===== config.mk =====
export PLATFORM = sky130hd
export DESIGN_NAME = probe_sampler
export DESIGN_NICKNAME = d
export VERILOG_FILES = /design/src/rtl/probe_pkg.sv /design/src/rtl/probe_sync.sv /design/src/rtl/probe_sampler.sv
export SDC_FILE = /design/constraint.sdc
export NUM_CORES = 1
export LEC_CHECK = 0
export CORE_MARGIN = 2
export CORE_UTILIZATION = 44
export CTS_CLUSTER_SIZE = 20
export DETAILED_ROUTE_END_ITERATION = 7
export GPL_TIMING_DRIVEN = 1
export SYNTH_ARGS = -nofsm -noshare
export SYNTH_HDL_FRONTEND = slang
export SYNTH_SLANG_ARGS = --single-unit
export TNS_END_PERCENT = 100

===== constraint.sdc =====
create_clock -name CLK_100MHz -period 3.5 [get_ports CLK_100MHz]
set_clock_uncertainty 0.2 [all_clocks]
set_input_delay 0.7 -clock CLK_100MHz [delete_from_list [all_inputs] [get_ports CLK_100MHz]]
set_output_delay 0.7 -clock CLK_100MHz [all_outputs]
set_load 0.1 [all_outputs]

===== src/rtl/probe_pkg.sv =====
// Shared encodings and defaults for the probe sampler: capture modes,
// single-shot FSM states and a small edge-detect helper.
package probe_pkg;

  typedef enum logic [1:0] {
    MODE_LIVE   = 2'd0,
    MODE_RISE   = 2'd1,
    MODE_FALL   = 2'd2,
    MODE_SINGLE = 2'd3
  } mode_e;

  typedef enum logic [1:0] {
    S_IDLE  = 2'd0,
    S_ARMED = 2'd1,
    S_DONE  = 2'd2
  } state_e;

  // 100 ms live-update period at 100 MHz
  localparam int HOLD_CYCLES_DEFAULT = 10_000_000;
  localparam int SYNC_STAGES_DEFAULT = 2;
  localparam int CNT_WIDTH_DEFAULT   = 8;

  // A falling edge is a rising edge with the operands swapped.
  function automatic logic rising(input logic cur, input logic prev);
    return cur & ~prev;
  endfunction

endpackage


===== src/rtl/probe_sync.sv =====
// WIDTH-bit multi-flop synchroniser; every bit sees the same depth, so
// buses sent through one instance stay aligned with each other.
module probe_sync #(
  parameter int WIDTH  = 1,
  parameter int STAGES = 2
) (
  input  logic             clk,
  input  logic             rst,
  input  logic [WIDTH-1:0] d,
  output logic [WIDTH-1:0] q
);

  logic [STAGES-1:0][WIDTH-1:0] chain;

  // NOTE: sequential state is written with non-blocking assignments so every
  // stage samples its predecessor's pre-edge value, forming a true shift chain.
  always_ff @(posedge clk or posedge rst) begin
    if (rst) begin
      chain <= '0;
    end else begin
      chain <= {chain[STAGES-2:0], d};
    end
  end

  assign q = chain[STAGES-1];

endmodule


===== src/rtl/probe_sampler.sv =====
// Probe conditioning stage: synchronises the raw probe bus, captures bytes
// live / on strobe edges / single-shot, and counts strobe captures.
module probe_sampler
  import probe_pkg::*;
#(
  parameter int SYNC_STAGES = SYNC_STAGES_DEFAULT,
  parameter int HOLD_CYCLES = HOLD_CYCLES_DEFAULT,
  parameter int CNT_WIDTH   = CNT_WIDTH_DEFAULT
) (
  input  logic                 CLK_100MHz,
  input  logic                 Reset,
  input  logic [7:0]           DataIn,
  input  logic                 StrobeIn,
  input  logic [1:0]           Mode,
  input  logic                 Arm,
  input  logic                 Clear,
  output logic [7:0]           DataOut,
  output logic [CNT_WIDTH-1:0] EventCount,
  output logic                 Saturated,
  output logic                 ArmedOut,
  output logic                 DoneOut
);

  localparam int                    HOLD_W      = $clog2(HOLD_CYCLES);
  localparam logic [HOLD_W-1:0]     HOLD_RELOAD = HOLD_W'(HOLD_CYCLES - 1);
  localparam logic [CNT_WIDTH-1:0]  CNT_MAX     = '1;

  // NOTE: reset asserts asynchronously but releases on a clock edge through
  // this 2-FF synchroniser, so no flop sees a release near its sampling edge.
  logic [1:0] rst_sync;
  logic       rst;

  always_ff @(posedge CLK_100MHz or posedge Reset) begin
    if (Reset) begin
      rst_sync <= 2'b11;
    end else begin
      rst_sync <= {rst_sync[0], 1'b0};
    end
  end

  assign rst = rst_sync[1];

  // Input chains clear on the raw reset and refill while the internal reset
  // is still held, so live data is valid on the first released clock.
  logic [8:0] bus_sync;
  logic [1:0] ctl_sync;
  logic [7:0] sync_data;
  logic       sync_strobe;
  logic       sync_arm;
  logic       sync_clear;

  probe_sync #(.WIDTH(9), .STAGES(SYNC_STAGES)) u_sync_bus (
    .clk (CLK_100MHz),
    .rst (Reset),
    .d   ({StrobeIn, DataIn}),
    .q   (bus_sync)
  );

  probe_sync #(.WIDTH(2), .STAGES(SYNC_STAGES)) u_sync_ctl (
    .clk (CLK_100MHz),
    .rst (Reset),
    .d   ({Clear, Arm}),
    .q   (ctl_sync)
  );

  assign {sync_strobe, sync_data} = bus_sync;
  assign {sync_clear, sync_arm}   = ctl_sync;

  // Registered edge flags, with the data byte captured alongside the strobe
  // edge so a capture always uses the byte that arrived with that edge.
  logic       strobe_d, arm_d, clear_d;
  logic       rise_e, fall_e, arm_e, clear_e;
  logic [7:0] edge_data;

  always_ff @(posedge CLK_100MHz or posedge rst) begin
    if (rst) begin
      strobe_d  <= 1'b0;
      arm_d     <= 1'b0;
      clear_d   <= 1'b0;
      rise_e    <= 1'b0;
      fall_e    <= 1'b0;
      arm_e     <= 1'b0;
      clear_e   <= 1'b0;
      edge_data <= 8'h00;
    end else begin
      strobe_d  <= sync_strobe;
      arm_d     <= sync_arm;
      clear_d   <= sync_clear;
      rise_e    <= rising(sync_strobe, strobe_d);
      fall_e    <= rising(strobe_d, sync_strobe);
      arm_e     <= rising(sync_arm, arm_d);
      clear_e   <= rising(sync_clear, clear_d);
      edge_data <= sync_data;
    end
  end

  mode_e mode_q, mode_prev;
  logic  mode_change;

  always_ff @(posedge CLK_100MHz or posedge rst) begin
    if (rst) begin
      mode_q    <= MODE_LIVE;
      mode_prev <= MODE_LIVE;
    end else begin
      mode_q    <= mode_e'(Mode);
      mode_prev <= mode_q;
    end
  end

  assign mode_change = (mode_q != mode_prev);

  // Single-shot FSM: state register, next-state logic, output decode.
  state_e            state, next_state;
  logic              capture;
  logic              live_load;
  logic [HOLD_W-1:0] hold_cnt;

  always_ff @(posedge CLK_100MHz or posedge rst) begin
    if (rst) begin
      state    <= S_IDLE;
      ArmedOut <= 1'b0;
      DoneOut  <= 1'b0;
    end else begin
      state    <= next_state;
      ArmedOut <= (next_state == S_ARMED);
      DoneOut  <= (next_state == S_DONE);
    end
  end

  // NOTE: every always_comb output gets a default first, so no path through
  // the block leaves it unassigned and no latch is inferred.
  always_comb begin
    next_state = state;
    if (mode_change || mode_q != MODE_SINGLE) begin
      next_state = S_IDLE;
    end else begin
      case (state)
        S_IDLE:  if (arm_e)  next_state = S_ARMED;
        S_ARMED: if (rise_e) next_state = S_DONE;
        S_DONE:  if (arm_e)  next_state = S_ARMED;
        default: next_state = S_IDLE;
      endcase
    end
  end

  always_comb begin
    capture   = 1'b0;
    live_load = 1'b0;
    if (!mode_change) begin
      case (mode_q)
        MODE_LIVE:   live_load = (hold_cnt == '0);
        MODE_RISE:   capture   = rise_e;
        MODE_FALL:   capture   = fall_e;
        MODE_SINGLE: capture   = (state == S_ARMED) && rise_e;
        default:     capture   = 1'b0;
      endcase
    end
  end

  always_ff @(posedge CLK_100MHz or posedge rst) begin
    if (rst) begin
      hold_cnt <= '0;
    end else if (mode_change) begin
      hold_cnt <= '0;
    end else if (mode_q == MODE_LIVE) begin
      hold_cnt <= (hold_cnt == '0) ? HOLD_RELOAD : hold_cnt - HOLD_W'(1);
    end
  end

  always_ff @(posedge CLK_100MHz or posedge rst) begin
    if (rst) begin
      DataOut <= 8'h00;
    end else if (live_load) begin
      DataOut <= sync_data;
    end else if (capture) begin
      DataOut <= edge_data;
    end
  end

  // Clear beats a same-cycle increment; the byte capture above is unaffected.
  always_ff @(posedge CLK_100MHz or posedge rst) begin
    if (rst) begin
      EventCount <= '0;
      Saturated  <= 1'b0;
    end else if (clear_e && !mode_change) begin
      EventCount <= '0;
      Saturated  <= 1'b0;
    end else if (capture && EventCount != CNT_MAX) begin
      EventCount <= EventCount + CNT_WIDTH'(1);
      Saturated  <= (EventCount == CNT_MAX - CNT_WIDTH'(1));
    end
  end

endmodule


### Yosys cells after proc, flatten, opt, wreduce, memory -nomap -nowiden

Index checks and enable logic that the tools add are counted.

| word-level totals | value |
|---|---|
| register bits | 88 |
| input bits | 15 |

| operators by class | value |
|---|---|
| add/sub/neg operators | 2 |
| equal/unequal tests | 11 |
| multiplexer cells | 17 |
| bitwise operators | 8 |
| reductions and logical operators | 12 |

Operators with widths:

| operator | number |
|---|---|
| $mux 24 | 3 |
| $mux 8 | 4 |
| $logic_not 24->1 | 1 |
| $sub 24x1->24 const B | 1 |
| $add 8x1->8 const B | 1 |
| $eq 2x2->1 const B | 4 |
| $eq 8x8->1 const B | 1 |
| $ne 8x8->1 const B | 1 |
| $eq 2x1->1 const B | 3 |
| $mux 2 | 3 |
| $reduce_bool 2->1 | 3 |
| $mux 1 | 5 |
| $and 1x1->1 | 4 |
| $logic_not 2->1 | 2 |
| $not 1->1 | 4 |
| $pmux 2 s2 | 1 |
| $logic_and 1x1->1 | 3 |
| $pmux 1 s3 | 1 |
| $ne 2x2->1 | 1 |
| $ne 2x2->1 const B | 1 |
| $reduce_or 2->1 | 1 |
| $logic_not 1->1 | 1 |
| $logic_or 1x1->1 | 1 |

### Longest topological paths before layout

| logic depth | value |
|---|---|
| word-level depth | 7 |
| gate-level depth with buffers | 8 |

### By module

Synthesis repeated with hierarchy kept, for this count alone.

| second synthesis, totals | value |
|---|---|
| cells, all modules | 344 |
| area total of the unflattened synthesis | 3,746.1 sq um |

By module, submodules not included:

| module | instances | cells an instance | area each (sq um) | sequential area each (sq um) |
|---|---|---|---|---|
| probe_sampler | 1 | 309 | 3,105.5 | 1,654.1 |
| probe_sync (u_sync_bus) | 1 | 28 | 521.8 | 450.4 |
| probe_sync (u_sync_ctl) | 1 | 7 | 118.9 | 100.1 |

### Least setup slack after synthesis

No wires, ideal clock.

| timing | value |
|---|---|
| kind | register to register |
| start point | register EventCount[0] |
| end point | register EventCount[1] |
| library setup time | 0.094 ns |
| arrival time | 2.073 ns |
| required time | 3.206 ns |
| slack | 1.133 ns |
| cell stages (with the launch flop) | 6 |
| path buffers | 0 |
| clock period less this slack | 2.367 ns |
| cells stage by stage | dfrtp_1 ha_1 and4_1 nor3_1 nor2_1 a211oi_1 |

| between the ends | value |
|---|---|
| word-level cells in the longest chain between the ends | 3 |

Ends and longest elaborated chain:

| element | RTL line | RTL |
|---|---|---|
| start, declared | probe_sampler.sv:18 | `output logic [CNT_WIDTH-1:0] EventCount,` |
| start signal, assigned | probe_sampler.sv:189 | `EventCount <= EventCount + CNT_WIDTH'(1);` |
| $add 8x1->8 / $ne 8x8->1 (equally long branches) | probe_sampler.sv:189, probe_sampler.sv:188 |  |
| $mux 8 / $logic_and 1x1->1 (equally long branches) | probe_sampler.sv:188 | `end else if (capture && EventCount != CNT_MAX) begin` |
| $mux 8 / $reduce_bool 2->1 (equally long branches) | n/a |  |

Parallel ways exist; a longest one is shown, timed or not. The select of a mux whose other input is x is not followed.
A chain may end at the register's enable or synchronous reset.

### Worst setup path in the final report

| timing | value |
|---|---|
| start point | register hold_cnt[10] |
| end point | register hold_cnt[0] |

| between the ends | value |
|---|---|
| word-level cells in the longest chain between the ends | 4 |

Ends and longest elaborated chain:

| element | RTL line | RTL |
|---|---|---|
| start, declared | probe_sampler.sv:116 | `logic [HOLD_W-1:0] hold_cnt;` |
| start signal, assigned | probe_sampler.sv:166 | `hold_cnt <= (hold_cnt == '0) ? HOLD_RELOAD : hold_cnt - HOLD_W'(1);` |
| $logic_not 24->1 | probe_sampler.sv:166 |  |
| $mux 24 | probe_sampler.sv:166 |  |
| $mux 24 | probe_sampler.sv:165 | `end else if (mode_q == MODE_LIVE) begin` |
| $mux 24 | probe_sampler.sv:163 | `end else if (mode_change) begin` |

Every way passes these cells. The select of a mux whose other input is x is not followed.

==> impl_metrics.json <==
{
  "layout-drive-gt1-share": 0.1378,
  "power_mw": 3.094,
  "fin_ws_ns": 0.7210,
  "synth_top_area_share": 0.5872,
  "numCtsBuffers": 9,
  "die_x_um": 95.27,
  "critPathLaunchType": "flip-flop",
  "finalSetupViolCount": 0,
  "routed_wl_um": 7046,
  "status": "finished, final reports clean",
  "htree_levels": 3,
  "netlist_top_cells_area": "dfrtp_1, nor2_1, a21oi_1, nand3_1, xnor2_1",
  "internal_power_mw": 1.789,
  "nets": 384,
  "synth_top_area_cell": "dfrtp_1",
  "die_h_um": 95.27,
  "hold_class": "flip-flop to async pin",
  "cts.clk_slew.worst_paths_ns": 0.10,
  "p_switching_mw": 1.306,
  "start_util": 0.4505,
  "drtPass1Iterations": 4,
  "period_share": 0.7940,
  "vdd_drop_max_mv": 0.4849,
  "crit_fanout": 14,
  "powerDensity_mw_per_mm2": 723.3,
  "crit_start": "hold_cnt[10]",
  "vias_per_cell": 5.501,
  "r2r_start": "hold_cnt[10]",
  "ys.flop_type": "dfrtp_1",
  "port_buffers": 33,
  "dp_slack_ns": 0.7856,
  "ctsLongestPathBuffers": 2,
  "core-area_mm2": 0.008134,
  "seq_power_share": 0.397,
  "cap_viol_max_count": 0,
  "cts_sinks": 88,
  "cts_tree": "done",
  "diodes": 0,
  "ys_ff_latch": 88,
  "ant_nets": 0,
  "drt-initial-drc-count": 113,
  "placed_cells": 459,
  "p_sw_frac": 0.4220,
  "synth_fp_nets": 347,
  "cp-end-kind": "flip-flop",
  "antenna_found_initial": 0,
  "cts_root_buf": "clkbuf_8",
  "clockPowerShare": 0.244,
  "grtUsageTotal": 0.1759,
  "finalSetupTns_ns": 0,
  "worstMarginPinSlew_ns": 0.8346,
  "hpwlAfterDp_um": 5021,
  "critical_path_class": "flip-flop to flip-flop",
  "ys_seq_area_frac": 0.6016,
  "grt-ovfl-total": 0,
  "grt_pass1_wl_um": 12120,
  "grt_max_degree": 44,
  "fmax_mhz": 359.8,
  "rsz0062_at_grt": "no",
  "synthesis.instances": 328,
  "postCtsSetupBuffers": 0,
  "fillers": 713,
  "synthToLayoutAreaGrowth_pct": 16.73,
  "num_vias": 2613,
  "syn_area_mm2": 0.003665,
  "place_congestion": 0.8792,
  "synth-async-reset-ratio": 1.000,
  "combinationalPowerShare": 0.359,
  "ys_types": 54,
  "io_pins": 34,
  "row_count": 33,
  "leakagePower_nw": 1.912,
  "die_area_mm2": 0.009075,
  "synth-warning-count": 0,
  "drc_errors": 0,
  "synth_edf_count": 0,
  "holdBufCountCts": 0,
  "syn_area_per_cell_um2": 11.17,
  "finalHoldViolations": 0,
  "finalMaxSlewViolations": 0,
  "min_period_ns": 2.779,
  "instances_no_fill": 475,
  "insertion_delay_ns": 0.36,
  "timing.slew.headroom": 0.4430,
  "grt_pass1_vias": 2524,
  "crit_arrival_ns": 2.83,
  "routedWlPerCell_um": 14.83,
  "post_cts_resized": 0,
  "reg2reg_depth": 6,
  "required_ns": 3.55
}
## layout make-up
type                    count  area (um2)  area share
flip-flops and latches     88        2205      0.5154
multi-input cells         223        1388      0.3244
repair buffers             37       312.8     0.07312
well taps                 105       131.4     0.03071
clock buffers               9       123.9     0.02896
clock inverters             7       95.09     0.02223
inverters                   6       22.52    0.005265
## through the flow
stage	utilization	cell area, um2	hold WS, ns
after floorplan	-	3665	0.1312
after global placement	0.4990	4059	0.08996
after detailed placement	0.4990	4059	0.08866
after CTS	0.5259	4278	0.09972
after global routing	0.5259	4278	0.1319
final	0.5259	4278	0.07092
## critical path: stages (launching register included)
cell and delay, ns:
dfrtp_1 0.44, nor4_1 0.56, nand2_1 0.45, nor2_1 0.44, buf_4 0.24, nor2_1 0.06, a211oi_1 0.28
## routing by layer
layer	up-vias	track usage	part of all wire
met5	-	0	0
met1	1282	0.2408	0.47
met3	10	0.03953	0.045
li1	1269	-	-
met4	0	0.07729	0.015
met2	52	0.2694	0.47
## worst paths after layout
check                      slack (ns)             endpoint
min in group CLK_100MHz          0.16      u_sync_bus.q[3]
max in group asynchronous        1.98  u_sync_bus.chain[4]
hold reg to reg                  0.07         hold_cnt[11]
setup reg to reg                 0.72          hold_cnt[0]
hold / removal                   0.07         hold_cnt[11]
setup / recovery                 0.72          hold_cnt[0]
## state kept, by name (all words and copies together) (netlist names), 2 cells and up
name / count
DataOut: 8
EventCount: 8
edge_data: 8
hold_cnt: 24
mode_prev: 2
mode_q: 2
rst_sync: 2
state: 2
u_sync_bus.chain: 9
u_sync_bus.q: 9
u_sync_ctl.chain: 2
u_sync_ctl.q: 2
## logic make-up after synthesis
logic type / share of synthesized area
AOI/OAI and AO/OA: 0.1017
xor gates and xnor gates: 0.02868
other: 0.001023
DFF: 0.6016
buffers and inverters: 0.01980
adders and majority gates: 0.01366
muxes: 0.01366
and+or+nand+nor: 0.2199
## layout by cell type, fill, tap and decap left out, types with 4 or more instances in the layout
master           Yosys  final
and3_1               4      4
nor4_1               9      9
dfrtp_1             86     86
nand3_1             17     17
nand2_1             18     18
mux2i_1              5      5
o21ai_0              7      7
nand4_1              4      4
buf_4                1     23
or4_1                6      6
inv_1                6      5
nor3_1              13     13
or3_1                7      7
clkdlybuf4s50_1      0     14
ha_1                 4      4
a22o_1               4      4
xnor2_1              8      8
nor2_1              36     36
nor2b_1              5      5
a21o_1               4      4
a21oi_1             20     20
xor2_1               4      4
clkbuf_8             0      9
## Yosys cell counts (2+ instances only)
master and count:
nor4bb_1 2, nand3_1 17, o21a_1 3, nand2_1 18, nand3b_1 2, a21o_1 4
xnor2_1 8, ha_1 4, or4_1 6, nand4_1 4, a311oi_1 3, o31ai_1 3
nor4_1 9, nor4_2 3, o21ai_0 7, nor4b_1 3, a31oi_1 2, nor2b_1 5
dfstp_2 2, mux2i_1 5, a22o_1 4, a21oi_1 20, and3_1 4, o41ai_1 2
a211oi_1 3, and4_1 3, dfrtp_1 86, or3_1 7, nor2_1 36, inv_1 6
nor3_1 13, buf_2 4, xor2_1 4, nand2b_1 2, clkbuf_1 5
## power by group through the flow
stage          clock (mW)  combinational (mW)  sequential [mW]
3_5_place_dp            0                1.11             1.25
2_1_floorplan           0               0.457             1.65
3_3_place_gp            0                1.10             1.25
6_report            0.756                1.11             1.23
4_1_cts             0.774                1.12             1.23
5_1_grt             0.815                1.20             1.25
Note: power is estimated with default switching activity, not from simulation.
